File: config.mk
export PLATFORM = sky130hd
export DESIGN_NAME = mips_cpu_sequencer_flat
export DESIGN_NICKNAME = d
export VERILOG_FILES = /design/src/rtl/mips_cpu_pkg.sv /design/src/rtl/mips_cpu_sequencer_if.sv /design/src/rtl/mips_cpu_decode_class.sv /design/src/rtl/mips_cpu_sequencer.sv /design/src/flat_wrapper.sv
export SDC_FILE = /design/constraint.sdc
export NUM_CORES = 1
export LEC_CHECK = 0
export CAP_MARGIN = 30
export CORE_UTILIZATION = 49
export CTS_BUF_LIST = sky130_fd_sc_hd__clkbuf_8
export DETAILED_ROUTE_END_ITERATION = 12
export PLACE_DENSITY = 0.83
export SYNTH_ARGS = -nofsm -noshare
export SYNTH_HDL_FRONTEND = slang
export SYNTH_SLANG_ARGS = --single-unit
File: constraint.sdc
create_clock -name clk -period 2.5 [get_ports clk]
set_input_delay 0.75 -clock clk [delete_from_list [all_inputs] [get_ports clk]]
set_output_delay 0.75 -clock clk [all_outputs]
set_load 0.02 [all_outputs]
File: src/rtl/mips_cpu_pkg.sv
// Purpose: shared types and encodings for the mips_cpu multicycle sequencer.
// Latency: none (declarations only).
// Backpressure: n/a.
package mips_cpu_pkg;

    typedef enum logic [2:0] {
        ST_FETCH  = 3'd0,
        ST_DECODE = 3'd1,
        ST_EXEC   = 3'd2,
        ST_MEM    = 3'd3,
        ST_WB     = 3'd4,
        ST_HALT   = 3'd5
    } seq_state_t;

    localparam logic [5:0] OP_RTYPE  = 6'h00;
    localparam logic [5:0] OP_REGIMM = 6'h01;
    localparam logic [5:0] OP_J      = 6'h02;
    localparam logic [5:0] OP_JAL    = 6'h03;
    localparam logic [5:0] OP_BEQ    = 6'h04;
    localparam logic [5:0] OP_BGTZ   = 6'h07;
    localparam logic [5:0] OP_ADDI   = 6'h08;
    localparam logic [5:0] OP_LUI    = 6'h0F;
    localparam logic [5:0] OP_LB     = 6'h20;
    localparam logic [5:0] OP_LWR    = 6'h26;
    localparam logic [5:0] OP_SB     = 6'h28;
    localparam logic [5:0] OP_SW     = 6'h2B;

    localparam logic [5:0] FN_JR     = 6'h08;
    localparam logic [5:0] FN_JALR   = 6'h09;
    localparam logic [5:0] FN_ADDU   = 6'h21;

    localparam logic [1:0] PC_SEL_NEXT   = 2'd0;
    localparam logic [1:0] PC_SEL_TARGET = 2'd1;
    localparam logic [1:0] PC_SEL_HOLD   = 2'd2;

    typedef struct packed {
        logic is_load;
        logic is_store;
        logic is_branch;
        logic is_jump;
        logic writes_reg;
    } instr_class_t;

endpackage

File: src/rtl/mips_cpu_sequencer_if.sv
// Purpose: Avalon-style instruction/data bus handshake between sequencer and memory.
// Latency: none (wires only).
// Backpressure: waitrequest from the slave holds the current access.
interface mips_cpu_sequencer_if;
    logic waitrequest;
    logic mem_read;
    logic mem_write;
    logic addr_sel;

    modport master (output mem_read, output mem_write, output addr_sel, input waitrequest);
    modport slave  (input mem_read, input mem_write, input addr_sel, output waitrequest);
endinterface

File: src/rtl/mips_cpu_decode_class.sv
// Purpose: classify the held instruction into load/store/branch/jump/register-writer.
// Latency: combinational.
// Backpressure: none.
module mips_cpu_decode_class
    import mips_cpu_pkg::*;
(
    input  logic [5:0]   opcode,
    input  logic [5:0]   funct,
    output instr_class_t cls
);

    // Opcode ranges map directly to the instruction groups the FSM routes on.
    always_comb begin
        cls            = '0;
        cls.is_load    = (opcode >= OP_LB) && (opcode <= OP_LWR);
        cls.is_store   = (opcode >= OP_SB) && (opcode <= OP_SW);
        cls.is_branch  = (opcode == OP_REGIMM) || ((opcode >= OP_BEQ) && (opcode <= OP_BGTZ));
        cls.is_jump    = (opcode == OP_J) || (opcode == OP_JAL) ||
                         ((opcode == OP_RTYPE) && ((funct == FN_JR) || (funct == FN_JALR)));
        cls.writes_reg = ((opcode == OP_RTYPE) && (funct != FN_JR)) ||
                         ((opcode >= OP_ADDI) && (opcode <= OP_LUI));
    end

endmodule

File: src/rtl/mips_cpu_sequencer.sv
// Purpose: multicycle FETCH/DECODE/EXEC/MEM/WB control FSM with branch delay slot handling.
// Latency: 4 cycles for ALU ops, 5 for loads, plus one cycle per waitrequest stall.
// Backpressure: waitrequest holds FETCH/MEM; a stall run reaching WAIT_LIMIT halts with bus_error.
module mips_cpu_sequencer
    import mips_cpu_pkg::*;
#(
    parameter int WAIT_LIMIT = 255
) (
    input  logic                    clk,
    input  logic                    reset,
    mips_cpu_sequencer_if.master    bus,
    input  logic [5:0]              ir_opcode,
    input  logic [5:0]              ir_funct,
    input  logic                    sig_branch,
    input  logic                    link,
    input  logic                    pc_is_zero,
    output logic                    ir_write,
    output logic                    reg_write,
    output logic                    pc_write,
    output logic [1:0]              pc_sel,
    output logic                    target_latch,
    output logic [5:0]              alu_ctrl,
    output logic [5:0]              alu_opcode,
    output logic                    active,
    output logic                    bus_error
);

    localparam int             CW    = (WAIT_LIMIT < 2) ? 1 : $clog2(WAIT_LIMIT + 1);
    localparam logic [CW-1:0]  LIMIT = CW'(WAIT_LIMIT);

    seq_state_t    state;
    instr_class_t  cls;
    logic          delay_pending;  // a taken branch/jump is waiting for its delay slot to finish
    logic          in_slot;        // the instruction in flight is a delay slot
    logic          retarget;       // this instruction latched a new target earlier (EXEC before WB)
    logic [CW-1:0] wait_cnt;
    logic [CW-1:0] wait_cnt_inc;
    logic          fetch_halt;
    logic          bus_busy;
    logic          wait_hit;
    logic          exec_final;

    mips_cpu_decode_class u_decode (
        .opcode (ir_opcode),
        .funct  (ir_funct),
        .cls    (cls)
    );

    assign wait_cnt_inc = wait_cnt + 1'b1;
    assign fetch_halt   = (state == ST_FETCH) && pc_is_zero && !delay_pending;
    assign bus_busy     = ((state == ST_FETCH) && !fetch_halt) || (state == ST_MEM);
    assign wait_hit     = bus_busy && bus.waitrequest && (WAIT_LIMIT != 0) && (wait_cnt_inc == LIMIT);
    assign exec_final   = !cls.is_load && !cls.is_store && !cls.writes_reg && !link;

    // Strobes follow state and waitrequest; reset suppresses them so an aborted access leaks nothing.
    always_comb begin
        bus.mem_read  = 1'b0;
        bus.mem_write = 1'b0;
        bus.addr_sel  = 1'b0;
        ir_write      = 1'b0;
        reg_write     = 1'b0;
        pc_write      = 1'b0;
        target_latch  = 1'b0;
        pc_sel        = PC_SEL_HOLD;
        if (!reset) begin
            case (state)
                ST_FETCH: begin
                    if (!fetch_halt) begin
                        bus.mem_read = 1'b1;
                        ir_write     = !bus.waitrequest;
                    end
                end
                ST_EXEC: begin
                    target_latch = cls.is_jump || (cls.is_branch && sig_branch);
                    pc_write     = exec_final;
                end
                ST_MEM: begin
                    bus.addr_sel  = 1'b1;
                    bus.mem_read  = cls.is_load;
                    bus.mem_write = cls.is_store;
                    pc_write      = cls.is_store && !bus.waitrequest;
                end
                ST_WB: begin
                    reg_write = 1'b1;
                    pc_write  = 1'b1;
                end
                default: ;
            endcase
        end
        if (pc_write) begin
            pc_sel = in_slot ? PC_SEL_TARGET : PC_SEL_NEXT;
        end
    end

    // Sequencer state, delay-slot tracking, stall counter and registered status/ALU outputs.
    always_ff @(posedge clk) begin
        if (reset) begin
            state         <= ST_FETCH;
            delay_pending <= 1'b0;
            in_slot       <= 1'b0;
            retarget      <= 1'b0;
            wait_cnt      <= '0;
            active        <= 1'b1;
            bus_error     <= 1'b0;
            alu_ctrl      <= FN_ADDU;
            alu_opcode    <= '0;
        end else begin
            alu_ctrl <= ((state == ST_DECODE) && (ir_opcode == OP_RTYPE)) ? ir_funct : FN_ADDU;
            if (state == ST_DECODE) begin
                alu_opcode <= ir_opcode;
            end

            // Closing an instruction leaves a slot pending only if it redirected the PC itself.
            if (pc_write) begin
                delay_pending <= retarget || target_latch;
                retarget      <= 1'b0;
            end else if (target_latch) begin
                delay_pending <= 1'b1;
                retarget      <= 1'b1;
            end

            if (bus_busy && bus.waitrequest) begin
                wait_cnt <= wait_cnt_inc;
            end else begin
                wait_cnt <= '0;
            end

            case (state)
                ST_FETCH: begin
                    if (fetch_halt) begin
                        state  <= ST_HALT;
                        active <= 1'b0;
                    end else if (wait_hit) begin
                        state     <= ST_HALT;
                        active    <= 1'b0;
                        bus_error <= 1'b1;
                    end else if (!bus.waitrequest) begin
                        state   <= ST_DECODE;
                        in_slot <= delay_pending;
                    end
                end
                ST_DECODE: state <= ST_EXEC;
                ST_EXEC: begin
                    if (cls.is_load || cls.is_store) begin
                        state <= ST_MEM;
                    end else if (cls.writes_reg || link) begin
                        state <= ST_WB;
                    end else begin
                        state <= ST_FETCH;
                    end
                end
                ST_MEM: begin
                    if (wait_hit) begin
                        state     <= ST_HALT;
                        active    <= 1'b0;
                        bus_error <= 1'b1;
                    end else if (!bus.waitrequest) begin
                        state <= cls.is_load ? ST_WB : ST_FETCH;
                    end
                end
                ST_WB:   state <= ST_FETCH;
                default: begin
                    state  <= ST_HALT;
                    active <= 1'b0;
                end
            endcase
        end
    end

endmodule
File: src/flat_wrapper.sv
// flat-port wrapper written by rule: the top's interface ports become plain ports
module mips_cpu_sequencer_flat import mips_cpu_pkg::*;
#(
    parameter int WAIT_LIMIT = 255
)
  (clk, reset, ir_opcode, ir_funct, sig_branch, link, pc_is_zero, ir_write, reg_write, pc_write, pc_sel, target_latch, alu_ctrl, alu_opcode, active, bus_error, bus_mem_read, bus_mem_write, bus_addr_sel, bus_waitrequest);
  mips_cpu_sequencer_if bus_i ();
  input  logic clk;
  input  logic reset;
  input  logic [5:0] ir_opcode;
  input  logic [5:0] ir_funct;
  input  logic sig_branch;
  input  logic link;
  input  logic pc_is_zero;
  output logic ir_write;
  output logic reg_write;
  output logic pc_write;
  output logic [1:0] pc_sel;
  output logic target_latch;
  output logic [5:0] alu_ctrl;
  output logic [5:0] alu_opcode;
  output logic active;
  output logic bus_error;
  output wire logic [$bits(bus_i.mem_read)-1:0] bus_mem_read;
  output wire logic [$bits(bus_i.mem_write)-1:0] bus_mem_write;
  output wire logic [$bits(bus_i.addr_sel)-1:0] bus_addr_sel;
  input wire logic [$bits(bus_i.waitrequest)-1:0] bus_waitrequest;
  assign bus_mem_read = bus_i.mem_read;
  assign bus_mem_write = bus_i.mem_write;
  assign bus_addr_sel = bus_i.addr_sel;
  assign bus_i.waitrequest = bus_waitrequest;
  mips_cpu_sequencer #(.WAIT_LIMIT(WAIT_LIMIT)) u_core (.clk(clk), .reset(reset), .bus(bus_i), .ir_opcode(ir_opcode), .ir_funct(ir_funct), .sig_branch(sig_branch), .link(link), .pc_is_zero(pc_is_zero), .ir_write(ir_write), .reg_write(reg_write), .pc_write(pc_write), .pc_sel(pc_sel), .target_latch(target_latch), .alu_ctrl(alu_ctrl), .alu_opcode(alu_opcode), .active(active), .bus_error(bus_error));
endmodule
# After elaboration in Yosys (flattened, before gate mapping)
# Index checks and enable logic that the tools add are counted.
# classes
add_sub_neg	1
mul	0
div_mod_pow	0
magnitude_cmp	8
eq_ne	14
shift	0
n_mux	35
bitwise	5
n_reduce_logical	45
# ops
operator	n
3-bit two-way mux	8
1-bit two-way mux	21
1-bit logical AND	17
3-bit one-hot mux with 5 select lines	1
6-bit by 2-bit equality test with 1-bit output (second input constant)	2
6-bit by 4-bit equality test with 1-bit output (second input constant)	2
6-bit greater-or-equal comparator (second input constant)	2
6-bit <= comparator (second input constant)	2
1-bit logical OR	10
8-bit by 1-bit adder with 8-bit output (second input constant)	1
8-bit equality test (second input constant)	1
1-bit logical NOT	7
3-bit by 2-bit equality test with 1-bit output (second input constant)	2
6-bit by 1-bit equality test with 1-bit output (second input constant)	1
6-bit by 3-bit greater-or-equal comparator with 1-bit output (second input constant)	1
6-bit by 4-bit greater-or-equal comparator with 1-bit output (second input constant)	1
6-bit by 3-bit <= comparator with 1-bit output (second input constant)	1
6-bit by 4-bit <= comparator with 1-bit output (second input constant)	1
6-bit logical NOT	1
6-bit by 4-bit inequality test with 1-bit output (second input constant)	1
1-bit one-hot mux with 3 select lines	2
2-bit OR reduction	3
1-bit NOT	5
4-bit by 2-bit inequality test with 1-bit output (second input constant)	1
other kinds (11)	14
# totals
ff_bits	28
latch_bits	0
ram_bits	0
rom_bits	0
in_bits	18
output_inout_bits	23
word_cells	117
memories	0

# Longest topological paths before layout
# Gate-level depths: netlist of the first run.
# logic_depth
depth_word	11
ltp_mapped	6
ltp_nobuf	6

# Hierarchy
# Synthesis of the first run repeated with hierarchy kept, for this count alone.
# hier_totals
cells_unflattened	171
area_unflattened_um2	1466.4
# by_module_without_submodules
module	instances	cells_each	area_per_inst_um2	seq_area_each_um2
mips_cpu_sequencer	1	157	1378.8	560.5
mips_cpu_decode_class	1	14	87.6	0.0

# Least setup slack after synthesis of the first run
# OpenSTA, ideal clock, no wires.
# synth_path
path_type	input -> output
start	input port ir_opcode[4]
end	output port pc_sel[0]
t_arrival_ps	1879
t_required_ps	1750
path_slack_ps	-129
path_stages	5
n_path_buf	0
path_cell_list	nand2b_4 > nand3b_1 > o31a_1 > a21oi_4 > and2_1
# synth_via
elab_chain_len	9
elab_cells_between_ends	22
cone_classes	6 x order compare; 3 x mux; 13 x reduce/logical
# synth_lines
element	line	text
start: declaration	flat_wrapper.sv:10	input logic [5:0] ir_opcode;
6-bit greater-or-equal comparator (tied with other cells)	mips_cpu_decode_class.sv:15	cls.is_load = (opcode >= OP_LB) && (opcode <= OP_LWR);
1-bit logical AND, on equally long branches	--	
1-bit logical NOT or 1-bit logical OR (tied branches)	mips_cpu_sequencer.sv:53, mips_cpu_decode_class.sv:20	
1-bit logical AND or 1-bit logical NOT (tied branches)	mips_cpu_sequencer.sv:53	assign exec_final = !cls.is_load && !cls.is_store && !cls.writes_reg && !link;
1-bit logical AND (2 in series)	mips_cpu_sequencer.sv:53	
1-bit one-hot mux with 3 select lines (*)	mips_cpu_sequencer.sv:66	case (state)
1-bit two-way mux (*)	mips_cpu_sequencer.sv:65	if (!reset) begin
net pc_write	flat_wrapper.sv:17	output logic pc_write;
2-bit two-way mux (*)	mips_cpu_sequencer.sv:90	if (pc_write) begin
end: declaration	flat_wrapper.sv:18	output logic [1:0] pc_sel;
# The timed path passes the listed nets; every way through them passes the cells marked *.

# Worst setup path after layout of the first run
# layout_path
start	input port ir_opcode[4]
end	output port pc_sel[0]
# layout_via
elab_chain_len	9
elab_cells_between_ends	22
cone_classes	6 x order compare; 3 x mux; 13 x reduce/logical
# layout_lines
element	line
6-bit greater-or-equal comparator (tied with other cells)	mips_cpu_decode_class.sv:15
1-bit logical AND, on equally long branches	--
1-bit logical NOT or 1-bit logical OR (tied branches)	mips_cpu_sequencer.sv:53, mips_cpu_decode_class.sv:20
1-bit logical AND or 1-bit logical NOT (tied branches)	mips_cpu_sequencer.sv:53
1-bit logical AND (2 in series)	mips_cpu_sequencer.sv:53
1-bit one-hot mux with 3 select lines (*)	mips_cpu_sequencer.sv:66
1-bit two-way mux (*)	mips_cpu_sequencer.sv:65
2-bit two-way mux (*)	mips_cpu_sequencer.sv:90
# Every way passes the cells marked *; elsewhere a longest branch is shown, timed or not.

==> results of run 1 <==
## cells in the mapped netlist, types with 2 or more instances
library cell,n
a21oi_1,10
a31oi_1,4
and2_1,6
and3_1,2
buf_6,2
dfxtp_1,28
ha_1,2
inv_1,7
mux2i_1,6
nand2_1,12
nand2b_1,7
nand3_1,4
nor2_1,22
nor3_1,8
o21ai_0,4
o21bai_1,2
o31a_1,2
o31ai_1,2
or4_1,2
xnor2_1,5
xor2_1,2
## metrics by stage
step | setup WS [ns] | hold slack (ns)
after floorplan | -0.0648 | 0.440
after global placement | -1.00 | 0.433
after detailed placement | -1.09 | 0.455
after CTS | -0.250 | 0.476
after global routing | -0.227 | 0.494
final | -0.206 | 0.472
## routing by layer
metal / up-vias / global-route usage (%) / wire, um
met4: 0 / 17.4 / 183
li1: 749 / - / -
met3: 23 / 6.35 / 295
met1: 721 / 33.2 / 1810
met5: - / 0 / 0
met2: 79 / 56.6 / 2520
## flip-flops by register name (all words and copies together), names as in the netlist
name	cells
u_core.active	1
u_core.alu_ctrl	6
u_core.alu_opcode	6
u_core.bus_error	1
u_core.delay_pending	1
u_core.in_slot	1
u_core.retarget	1
u_core.state	3
u_core.wait_cnt	8
## how the worst max path moves through the flow
stage                        end  cells after the start          from
CTS                 target_latch                      5   ir_funct[2]
global route           pc_sel[0]                      7   ir_funct[0]
detailed placement     pc_sel[0]                      7  ir_opcode[3]
global placement       pc_sel[0]                      7  ir_opcode[3]
floorplan              pc_sel[0]                      5  ir_opcode[4]
finish                 pc_sel[0]                      8  ir_opcode[4]
## final cells by class
type	instances	share of cell area, %
well taps	31	1.71
multi-input cells	130	42.6
clock buffers	3	1.82
flip-flops and latches	28	24.8
inverters	7	1.16
repair buffers	77	27.8
## cells by family (layout without fill, tap and decap cells)
logic type / after synthesis / in the layout / synth area share (%)
buffers and inverters: 13 / 87 / 4.61
xor gates and xnor gates: 7 / 7 / 4.11
adders and majority gates: 2 / 2 / 1.68
AOI/OAI and AO/OA: 37 / 37 / 18.7
muxes: 6 / 6 / 4.03
and+or+nand+nor: 78 / 78 / 29.3
DFF: 28 / 28 / 37.6
## power groups by stage
| stage | Combinational [mW] | Clock [mW] | Sequential [mW] |
|---|---|---|---|
| final | 0.628 | 0.258 | 0.533 |
| after global routing | 0.661 | 0.277 | 0.539 |
| after CTS | 0.584 | 0.248 | 0.527 |
| after detailed placement | 0.563 | 0 | 0.536 |
| after global placement | 0.547 | 0 | 0.532 |
| after floorplan | 0.309 | 0 | 0.553 |
## cells in the final DEF (no fill, tap or decap), types with 2 or more instances in the layout
master,netlist,layout
buf_4,1,37
dfxtp_1,28,26
nor2_1,22,22
clkdlybuf4s50_1,0,16
nand2_1,12,11
a21oi_1,10,10
buf_2,1,9
buf_6,2,9
inv_1,7,6
nand2b_1,7,6
mux2i_1,6,6
and2_1,6,5
xnor2_1,5,5
nor3_2,0,4
nand3_1,4,4
o21ai_0,4,4
a31oi_1,4,4
nor3_1,8,3
clkbuf_8,0,3
clkbuf_2,0,3
nand2b_4,1,2
or4_4,1,2
nor4_2,1,2
o31a_1,2,2
o21bai_4,0,2
and2_4,1,2
xor2_1,2,2
ha_1,2,2
dfxtp_2,0,2
## what timing repair did
item,in CTS,in global routing
pin swaps,13,11
endpoints found under the setup margin,9,7
resized for setup,109,15
setup buffers,8,2
## worst min-delay path, cell delays in order, from the launching register on
cell and delay [ns]:
dfxtp_1 0.33, nand2_1 0.06, a21oi_1 0.05
==> run metrics, run 1 <==
status=finished with violations; failing checks=setup timing; CTS Buf Count=3; DRT Pass-1 Iters=5; DPL Wire Length=3010 um; Cell Pwr Density=roughly 630 nW/um2; multi-input logic area=between 900 and 1000 um2; Post-Syn Area=between 1000 and 1500 um2; overflow left after global routing=0; Crit Reg-Reg Startpoint=u_core.wait_cnt[0]$_SDFF_PP0_; WHS Path Cells=2; pin count of the biggest net entering global routing=15; Antenna diodes=0; post-synth cell types=53; setup tns final=-0.649 ns; RSZ-0062 raised after global routing=true; CP startpoint kind=primary input; hold_sp=u_core.delay_pending$_SDFFE_PP0P_; CP Data Required Time=about 1.8 ns; Synth Register Bits=28; sequential share of the synthesized area=a little under two fifths; Tot Pwr=1.42 mW; GPL Wtd Cong=approximately 0.85; Fmax achieved=0.370 GHz; Post-DP Area=between 2000 and 2500 um2; Max IR drop VDD=just over 0.5 mV; # rows=19; Net count, final=about 270; Slew HR=around 78%; Async S/R FF share, synth=0%; Synth area leader=dfxtp_1; Final Util=between 80 and 90%; Crit-path slowest cell=o31ai_4; sequential power share=between 30% and 40%; Top cell by count, worst path=buf_6; DRC viols=0; die footprint=roughly 3300 um2; syn_area_per_cell=around 8.7 um2; Max Cap Violations=0; CTS tree=done; first-pass GRT wire length=around 7700 um; Crit Path Class=primary input to output port; fin crit share=108%; R2R setup slack=about 0.50 ns; final setup margin=-0.206 ns; EDFF count, synth=0; sw frac=36.4%; number of top-level pins=41; Synth Flop Type=dfxtp_1; Comb pwr share=44.2%; Finished Layout Cells=between 200 and 300; reg2reg end=u_core.active$_SDFFE_PP1N_; DP Cell Count=approximately 260; fin. max-slew vios=0; worst-skew pair later-pin latency=a little under 0.3 ns; vias per inst=5.70; crit path capture type=output port; Total Wirelength=slightly below 5000 um; Initial Util=about 53%; routed via count=1,572; Hold Violations, Final=0; top-area cell type share of the netlist area=37.6%; hold path endpoint=u_core.in_slot$_SDFFE_PP0P_; proportion of layout cells with a drive suffix above 1=around 39%; Total GRT Usage=31.0%; fillcell total=roughly 160; vias in the first global route=roughly 1,600; port bufs=40; Seq. cell area=approximately 560 um2; H-tree Lvls=1; yosys warns=0; Die W=~57 um; Worst Path Arrival=about 2.0 ns; synthesized net count=between 150 and 200; final setup vio count=5; Die Y-Extent=57.2 um; worst-case clock skew=between 0.01 and 0.015 ns; NetSw=slightly above 500 uW; CTS Root Cell=clkbuf_8; fin area=approximately 2300 um2; Clk pwr share=between 10% and 20%; crit path max fanout=3; Cell Int Power=~900 uW; top post-synthesis cells by area=dfxtp_1 38%, nor2_1 5.5%, mux2i_1 4.0%; WP buf/inv=3; Hold Crit Class=flop to flop; Pleak=slightly above 0.9 nW; CP Cell Sequence=buf_6 > nand2b_4 > buf_6 > o31ai_4 > o21bai_4 > a21oi_4 > and2_4 > buf_6; Hold-fix buffers, CTS=0; final worst path period need=approximately 2.7 ns; Initial DRC Count=83; CP delay by family, top=compound AO/OA/AOI/OAI gates; max incr delay on CP=between 0.2 and 0.3 ns; number of antenna violations at the first check in global routing=0; Max Root-Sink Buffers=2; TritonCTS sink count=28; ANT nets after route=0; clock-pin slew on the worst setup and hold paths=about 0.090 ns; worst slew pin tran=between 0.3 and 0.4 ns; per-cell routed wire length=17.4 um; Area growth, synth to finish=51.9%; Synth Instances=between 150 and 200; core area=about 2800 um2; R2R cell count=6
No activity file was read; power rests on OpenSTA's default activity.
==> inputs of run 2 (changes only) <==
--- a/config.mk
+++ b/config.mk
@@ -7,8 +7,9 @@
 export LEC_CHECK = 0
 export CAP_MARGIN = 30
-export CORE_UTILIZATION = 49
+export CORE_UTILIZATION = 39
 export CTS_BUF_LIST = sky130_fd_sc_hd__clkbuf_8
 export DETAILED_ROUTE_END_ITERATION = 12
-export PLACE_DENSITY = 0.83
+export MAX_ROUTING_LAYER = met4
+export PLACE_DENSITY = 0.69
 export SYNTH_ARGS = -nofsm -noshare
 export SYNTH_HDL_FRONTEND = slang
==> constraint.sdc (replaced) <==
create_clock -name clk -period 2.5 [get_ports clk]
set_input_delay 0.375 -clock clk [delete_from_list [all_inputs] [get_ports clk]]
set_output_delay 0.375 -clock clk [all_outputs]
set_load 0.02 [all_outputs]
==> run 2 against run 1 <==
Effect of this change: the run now ends clean; global-route usage is 12 points lower; final cell count is 0.36% lower; largest power group is now sequential cells; combinational power is 18% lower; critical endpoint is now bus_mem_write.
==> run metrics, run 2 (synthesis gave the netlist of run 1 again) <==
TritonCTS sink count=28 (unchanged); CP Cell Sequence=clkdlybuf4s50_1 > nand2b_4 > nand3b_1 > nor3_1 > clkdlybuf4s50_1; post_cts resized=6 (-94%); # rows=22 (+3); Die Y-Extent=63.8 um (+12%); Net count, final=248 (-7.1%); H-tree Lvls=1 (unchanged); core area=3660 um2 (+29%); per-cell routed wire length=13.2 um (-24%); Antenna diodes=0 (unchanged); Max IR drop VDD=0.330 mV (-34%); Slew HR=77.9% (+0.093 points); CTS Root Cell=clkbuf_8; Initial Util=40.7% (-12 points); status=finished, final reports clean; final setup vio count=0 (-5); clock-pin slew on the worst setup and hold paths=0.09 ns (about the same); Crit Path Class=primary input to output port; GPL Wtd Cong=0.807 (-4.7%); worst slew pin tran=0.330 ns (-0.00238 ns); Pleak=0.835 nW (-11%); setup tns final=0 ns (+0.649 ns); Fmax achieved=0.411 GHz (+11%); Hold Violations, Final=0 (unchanged); R2R cell count=6 (unchanged); worst-case clock skew=0.00190 ns (-0.0112 ns); hold_sp=u_core.bus_error$_SDFFE_PP0P_; Max Cap Violations=0 (unchanged); final worst path period need=2.43 ns (-0.272 ns); GRT met1 Usage=23.5% (-9.7 points); crit path capture type=output port; Crit-path slowest cell=clkdlybuf4s50_1; Cell Pwr Density=659 nW/um2 (+5.2%); CTS tree=done; sw frac=32.2% (-4.2 points); first-pass GRT wire length=5900 um (-23%); Tot Pwr=1.40 mW (-1.2%); CTS Buf Count=3 (unchanged); grt met3 use=2.14% (-4.2 points); DPL Wire Length=2790 um (-7.4%); pin count of the biggest net entering global routing=20 (+5); Comb pwr share=36.5% (-7.7 points); most common cell after layout, fill and taps aside=clkdlybuf4s50_1; overflow left after global routing=0 (unchanged); proportion of layout cells with a drive suffix above 1=19.8% (-19 points); Area growth, synth to finish=42.7%; fin crit share=97.4% (-11 points); NetSw=452 uW (-13%); worst-skew pair later-pin latency=0.28 ns (about the same); port bufs=40 (unchanged); vias per inst=5.13 (-9.9%); number of antenna violations at the first check in global routing=0 (unchanged); Most Crowded Layer GR=met2; Total GRT Usage=18.8% (-12 points); number of top-level pins=41 (unchanged); Die W=63.8 um (+12%); CP Data Required Time=2.12 ns (+0.37 ns); DP Cell Count=271 (+3.0%); Initial DRC Count=64 (-23%); crit path max fanout=5 (+2); most frequent cells in the layout=33 x clkdlybuf4s50_1, 28 x dfxtp_1, 22 x nor2_1; reg2reg end=u_core.active$_SDFFE_PP1N_; Hold Crit Class=flop to flop; # Post-CTS Setup Buffers=0 (-8); DRC viols=0 (unchanged); Finished Layout Cells=275 (-0.36%); WHS Path Cells=2 (unchanged); Post-DP Area=2040 um2 (-2.3%); vias in the first global route=1,328 (-19%); Cell Int Power=951 uW (+5.4%); ANT nets after route=0 (unchanged); Crit Reg-Reg Startpoint=u_core.wait_cnt[0]$_SDFF_PP0_; die footprint=4080 um2 (+25%); DRT Pass-1 Iters=4 (-1); R2R setup slack=0.55 ns (+0.05 ns); Clk pwr share=25.7% (+7.5 points); Total Wirelength=3640 um (-24%); fin. max-slew vios=0 (unchanged); Worst Path Arrival=2.06 ns (+0.10 ns); Top cell by count, worst path=clkdlybuf4s50_1; routed via count=1,412 (-10%); hold path endpoint=u_core.bus_error$_SDFFE_PP0P_; final worst hold slack=0.460 ns (-0.0123 ns); max incr delay on CP=0.64 ns (+0.36 ns); Hold-fix buffers, CTS=0 (unchanged); sequential power share=37.8% (+0.2 points); CP startpoint kind=primary input; fin area=2130 um2 (-6.1%); Max Root-Sink Buffers=2 (unchanged); Top reg by flops=u_core.wait_cnt; max FFs per register=8 (unchanged); biggest regs=u_core.wait_cnt x8, u_core.alu_ctrl x6, u_core.alu_opcode x6; GR Util met2=31.1% (-26 points)
## run 2: changes by cell type in the layout (fill, tap and decap cells not counted), moves of 3 or more
cell / previous run / this run
buf_4: 37 / 18
nor3_2: 4 / 1
buf_2: 9 / 0
buf_6: 9 / 0
clkdlybuf4s50_1: 16 / 33
nor3_1: 3 / 7
## run 2: per-layer routing
| metal | share of wire (%) | up-vias |
|---|---|---|
| li1 | - | 713 |
| met1 | 44 | 661 |
| met2 | 51 | 31 |
| met3 | 3.8 | 7 |
| met4 | 1.8 | 0 |
| met5 | 0 | - |
## run 2: metrics by stage
step / utilization (%) / setup WS [ns]
after global routing: 58.1 / -0.0135
after floorplan: - / 0.617
after detailed placement: 55.8 / -0.284
final: 58.1 / 0.0662
after global placement: 55.8 / -0.279
after CTS: 57.7 / 0.00465
## run 2: layout make-up
type	count	area [um2]
fillers	316	1530
flip-flops and latches	28	561
repair buffers	58	527
clock buffers	3	41.3
multi-input cells	130	883
clock inverters	1	30.0
well taps	48	60.1
inverters	7	26.3
## run 2: power by group through the flow
stage / clock network [mW] / registers (mW) / logic (mW)
6_report: 0.360 / 0.530 / 0.513
2_1_floorplan: 0 / 0.553 / 0.308
3_3_place_gp: 0 / 0.537 / 0.499
5_1_grt: 0.385 / 0.536 / 0.553
4_1_cts: 0.365 / 0.531 / 0.503
3_5_place_dp: 0 / 0.541 / 0.505
## run 2: critical path, delay by kind of cell
kind          cells  cell delay (ns)
buf+inv           2             1.17
simple gates      3             0.51
## run 2: worst max-delay path by stage
stage | from | end | slack, ns | cells past startpoint
detailed placement | ir_opcode[3] | pc_sel[0] | -0.28 | 7
global route | ir_opcode[2] | pc_sel[1] | -0.01 | 7
global placement | ir_opcode[3] | pc_sel[0] | -0.28 | 7
finish | ir_opcode[5] | bus_mem_write | 0.07 | 5
floorplan | u_core.state[1]$_SDFFE_PP0P_ | pc_sel[0] | 0.62 | 6
CTS | u_core.state[0]$_SDFFE_PP0P_ | ir_write | 0.005 | 5
